<file path="src/rtl/accum_drain_ctrl.sv">
// accum_drain_ctrl: drains one row at a time from the per-column accumulator
// FIFOs, saturates each word to OUT_WIDTH and streams the row out serially
// (column 0 first) over valid/ready. TILE_ROWS rows per start, then done.
module accum_drain_ctrl #(
    parameter int NUM_COLS   = 4,
    parameter int WORD_WIDTH = 32,
    parameter int OUT_WIDTH  = 16,
    parameter int TILE_ROWS  = 4,
    parameter int COL_WIDTH  = 2,
    parameter int ROW_WIDTH  = 2
) (
    input  logic                             clk,
    input  logic                             reset_n,
    input  logic                             start,
    output logic                             busy,
    output logic                             done,
    input  logic [NUM_COLS-1:0]              acc_empty,
    output logic [NUM_COLS-1:0]              acc_r_enable,
    input  logic [NUM_COLS*WORD_WIDTH-1:0]   acc_d_in,
    output logic                             m_valid,
    input  logic                             m_ready,
    output logic [OUT_WIDTH-1:0]             m_data,
    output logic                             m_last,
    output logic                             sat_seen
);

    typedef enum logic [2:0] {
        S_IDLE,
        S_WAIT,
        S_POP,
        S_CAPT,
        S_SEND,
        S_DONE
    } state_t;

    localparam logic [COL_WIDTH-1:0] LAST_COL = COL_WIDTH'(NUM_COLS - 1);
    localparam logic [ROW_WIDTH-1:0] LAST_ROW = ROW_WIDTH'(TILE_ROWS - 1);
    localparam logic [OUT_WIDTH-1:0] SAT_MAX  = {1'b0, {(OUT_WIDTH-1){1'b1}}};
    localparam logic [OUT_WIDTH-1:0] SAT_MIN  = {1'b1, {(OUT_WIDTH-1){1'b0}}};

    state_t               state;
    state_t               state_nxt;
    logic [OUT_WIDTH-1:0] row_buf  [NUM_COLS];
    logic [OUT_WIDTH-1:0] sat_word [NUM_COLS];
    logic [NUM_COLS-1:0]  sat_hit;
    logic [COL_WIDTH-1:0] col;
    logic [ROW_WIDTH-1:0] row;
    logic                 start_acc;
    logic                 word_acc;
    logic                 row_end;

    assign start_acc = (state == S_IDLE) && start;
    assign word_acc  = (state == S_SEND) && m_ready;
    assign row_end   = word_acc && (col == LAST_COL);

    // Signed saturation per column: a word fits when its bits from OUT_WIDTH-1
    // upward are a pure sign extension; otherwise clamp toward its sign.
    always_comb begin
        for (int unsigned c = 0; c < NUM_COLS; c++) begin
            sat_word[c] = acc_d_in[c*WORD_WIDTH +: OUT_WIDTH];
            sat_hit[c]  = 1'b0;
            if (!(&acc_d_in[c*WORD_WIDTH + OUT_WIDTH - 1 +: WORD_WIDTH - OUT_WIDTH + 1]) &&
                 (|acc_d_in[c*WORD_WIDTH + OUT_WIDTH - 1 +: WORD_WIDTH - OUT_WIDTH + 1])) begin
                sat_hit[c]  = 1'b1;
                sat_word[c] = acc_d_in[c*WORD_WIDTH + WORD_WIDTH - 1] ? SAT_MIN : SAT_MAX;
            end
        end
    end

    // State register
    always_ff @(posedge clk or negedge reset_n) begin
        if (!reset_n) state <= S_IDLE;
        else          state <= state_nxt;
    end

    // Next-state logic
    always_comb begin
        state_nxt = state;
        case (state)
            S_IDLE: if (start) state_nxt = S_WAIT;
            S_WAIT: if (acc_empty == '0) state_nxt = S_POP;
            S_POP:  state_nxt = S_CAPT;
            S_CAPT: state_nxt = S_SEND;
            S_SEND: if (row_end) state_nxt = (row == LAST_ROW) ? S_DONE : S_WAIT;
            S_DONE: state_nxt = S_IDLE;
            default: state_nxt = S_IDLE;
        endcase
    end

    // Output decode
    always_comb begin
        busy         = (state != S_IDLE);
        done         = (state == S_DONE);
        acc_r_enable = (state == S_POP) ? '1 : '0;
        m_valid      = (state == S_SEND);
        m_data       = m_valid ? row_buf[col] : '0;
        m_last       = m_valid && (col == LAST_COL) && (row == LAST_ROW);
    end

    // Row buffer capture, column/row counters and sticky saturation flag
    always_ff @(posedge clk or negedge reset_n) begin
        if (!reset_n) begin
            row_buf  <= '{default: '0};
            col      <= '0;
            row      <= '0;
            sat_seen <= 1'b0;
        end else begin
            if (start_acc) begin
                col      <= '0;
                row      <= '0;
                sat_seen <= 1'b0;
            end
            if (state == S_CAPT) begin
                for (int unsigned c = 0; c < NUM_COLS; c++) begin
                    row_buf[c] <= sat_word[c];
                end
                if (|sat_hit) sat_seen <= 1'b1;
            end
            if (word_acc) begin
                if (row_end) begin
                    col <= '0;
                    row <= (row == LAST_ROW) ? '0 : row + ROW_WIDTH'(1);
                end else begin
                    col <= col + COL_WIDTH'(1);
                end
            end
        end
    end

endmodule

</file>
<file path="config.mk">
export PLATFORM = sky130hd
export DESIGN_NAME = accum_drain_ctrl
export DESIGN_NICKNAME = d
export VERILOG_FILES = /design/src/rtl/accum_drain_ctrl.sv
export SDC_FILE = /design/constraint.sdc
export NUM_CORES = 1
export LEC_CHECK = 0
export ABC_AREA = 1
export CAP_MARGIN = 30
export CORE_ASPECT_RATIO = 0.5
export CORE_MARGIN = 5
export CORE_UTILIZATION = 57
export DETAILED_ROUTE_END_ITERATION = 6
export DONT_BUFFER_PORTS = 1
export PLACE_DENSITY = 0.84
export RECOVER_POWER = 50
export SLEW_MARGIN = 5
export SYNTH_ARGS = -nofsm -noshare
export SYNTH_HDL_FRONTEND = slang
export SYNTH_SLANG_ARGS = --single-unit
</file>
<file path="constraint.sdc">
create_clock -name clk -period 1.36 [get_ports clk]
set_clock_uncertainty 0.05 [all_clocks]
set_input_delay 0.272 -clock clk [delete_from_list [all_inputs] [get_ports clk]]
set_output_delay 0.272 -clock clk [all_outputs]
set_load 0.005 [all_outputs]
</file>
==> run metrics <==
vias=between 4000 and 5000; WP data required=1040 ps; row count=21; detailed-route wire length=16900 um; via density per instance=6.75; crit path from=col[1]; Die H=69.6 um; total of max-cap violations=0; crit end category=output pin; # setup viols final=96; Tcrit/Tclk final=142%; most used routing layer=met2; GR Layer Usage met3=approximately an eighth; input/output buffers=0; setup TNS=-32490 ps; CP arrival=1610 ps; reg-to-reg startpoint=state[0]; Tot GR Track Use=29.7%; global-route wire length before repair=20800 um; Lkg Pwr=2.36 nW; Clock transition at path regs=about 60 ps; FMAX=517 MHz; Inserted Diodes=0; DP HPWL=8480 um; number of global-route vias before repair=4249; headroom to the max-slew limit=around three quarters; Detailed Route Iter0 Violations=roughly 850; GR Overflow Total=0; CTS tree=yes; worst-path fanout max=17; syn avg cell area=7.36 um2; outcome=complete, but fails checks; fraction of layout cells with a size suffix above 1=between 30% and 40%; H-tree Lvls=3; GPL Wtd Cong=0.937; DRT Pass-1 Iters=7; initial antenna violation count=0; largest net degree at the start of global routing=between 70 and 80; final hold violation count=72; fin crit period=1930 ps; Synth Cell Area=4040 um2; I/O pin count=161; failing checks=DRC, hold timing, setup timing; Die Wd=129 um; Bufs on Longest Clock Path=2; commonest non-fill, non-tap cell in the layout=nand2_1; grt met1 use=34.2%; Die ar.=between 8000 and 9000 um2; post-synthesis sequential area ratio=44.6%; actual slew at the worst max-slew pin=359 ps; Hold WC Path Type=in -> async; CTS Buf Count=9; Core Util, Final=84.7%; Sink Count=72; Hold WS=-438 ps; M2 GR Usage=48.5%; Post-Syn Instances=549; YS warnings=0; Initial Utilization=59.6%; NumNets Final=about 740; Layout area overhead=42.0%; Remaining DRCs=42; Slew Limit Fails=0; power density cells=2130 nW/um2; setup ws final=-573 ps; CP startpoint kind=flop; most frequent cells in the layout=111 x nand2_1, 82 x nor2_1, 70 x dfrtp_1, 59 x a21oi_2, 43 x inv_1; Yosys reg bits=a little over 70; Core Region=6780 um2; clock root cell=clkbuf_16; RSZ-0062 raised after global routing=true; maximum VDD drop=0.973 mV; drt wl/cell=roughly 24 um; CP Class=reg -> out; worst skew pair latency=350 ps; Routed Antenna Nets=0; syn nets=687; Distinct cells, synth=24; pre-CTS setup slack=-130 ps
-- sequential cells by signal (all words and copies together), names as in the netlist --
| register | count |
|---|---|
| sat_seen | 1 |
| col | 2 |
| state | 3 |
| row_buf | 64 |
| row | 2 |
-- cell usage after synthesis --
master	instances	share of area (%)
nand2_1	125	12
nor2_1	86	8.0
a21oi_1	77	9.5
dfrtp_1	72	45
inv_1	47	4.4
o21ai_0	37	4.6
a22oi_1	30	5.6
clkbuf_1	15	1.4
nand3_1	11	1.4
buf_4	8	1.5
nor3_1	7	0.87
o21ai_1	5	0.62
a21oi_4	4	1.6
buf_2	4	0.50
nand4_1	4	0.62
nand2_2	3	0.46
or2_0	3	0.46
buf_6	2	0.56
ha_1	2	0.62
inv_2	2	0.19
o211ai_1	2	0.37
clkinv_1	1	0.093
nor3_4	1	0.40
o31ai_1	1	0.19
-- logic make-up (layout without fill, tap and decap cells) --
logic type      after synthesis  in the layout  synth area share [%]
fa+ha+maj                     2              2                 0.619
buf+inv                      79            134                  8.57
flops                        72             72                  44.6
compound gates              156            156                  22.5
simple gates                240            240                  23.8
-- cell type report --
cell class              count  area (um2)
inverters                  50         216
fillers                   291        1040
repair inverters            1        7.51
clock inverters             5        78.8
flip-flops and latches     72        1800
clock buffers              11         253
repair buffers             67         825
multi-input cells         398        2440
well taps                  92         115
-- stage by stage --
stage	power, W	std cells	cell area, um2	hold WS (ps)
4_1_cts	0.0102	684	5190	-427
3_5_place_dp	0.00681	652	4420	-72.4
6_report	0.0122	696	5740	-438
2_1_floorplan	0.00584	549	4160	-73.6
5_1_grt	0.0126	696	5740	-450
3_3_place_gp	0.00669	652	4420	-72.3
-- final timing paths --
| path | end | slack (ps) | depth (start not counted) |
|---|---|---|---|
| worst max-delay path | m_data[12] | -570 | 4 |
| worst min-delay path | row_buf[19] | -440 | 0 |
| worst max register to register | row_buf[24] | -410 | 8 |
| worst min register to register | row_buf[9] | 480 | 2 |
| max in group asynchronous | col[1] | 1570 | 0 |
| min in group clk | row_buf[19] | 20 | 2 |
-- report_power, final --
| part | internal [W] | switching, W |
|---|---|---|
| Combinational | 0.00240 | 0.00321 |
| Sequential | 0.00314 | 0.000768 |
| Clock | 0.00170 | 0.000983 |
| Total | 0.00725 | 0.00496 |
-- critical path, stage by stage (launching register included) --
cell	delay [ps]
dfrtp_2	460
clkinv_4	200
a21oi_1	260
o21ai_1	170
a21oi_2	170
-- timing repair --
| action | 4_1_cts | 5_1_grt |
|---|---|---|
| buffers inserted | 13 | 13 |
| gates resized for setup | 95 | 116 |
| pin swaps | 27 | 22 |
| gates cloned | 3 | 4 |
| setup endpoints to repair | 89 | 96 |
| endpoints found under the hold margin | 72 | 72 |
-- routing by layer --
metal | share of wire, % | routed length, um | vias up
met1 | 33 | 5610 | 2151
met5 | 0 | 0 | -
met2 | 45 | 7600 | 479
li1 | - | - | 1912
met3 | 14 | 2350 | 155
met4 | 8.2 | 1390 | 0
Note: power is estimated with default switching activity, not from simulation.
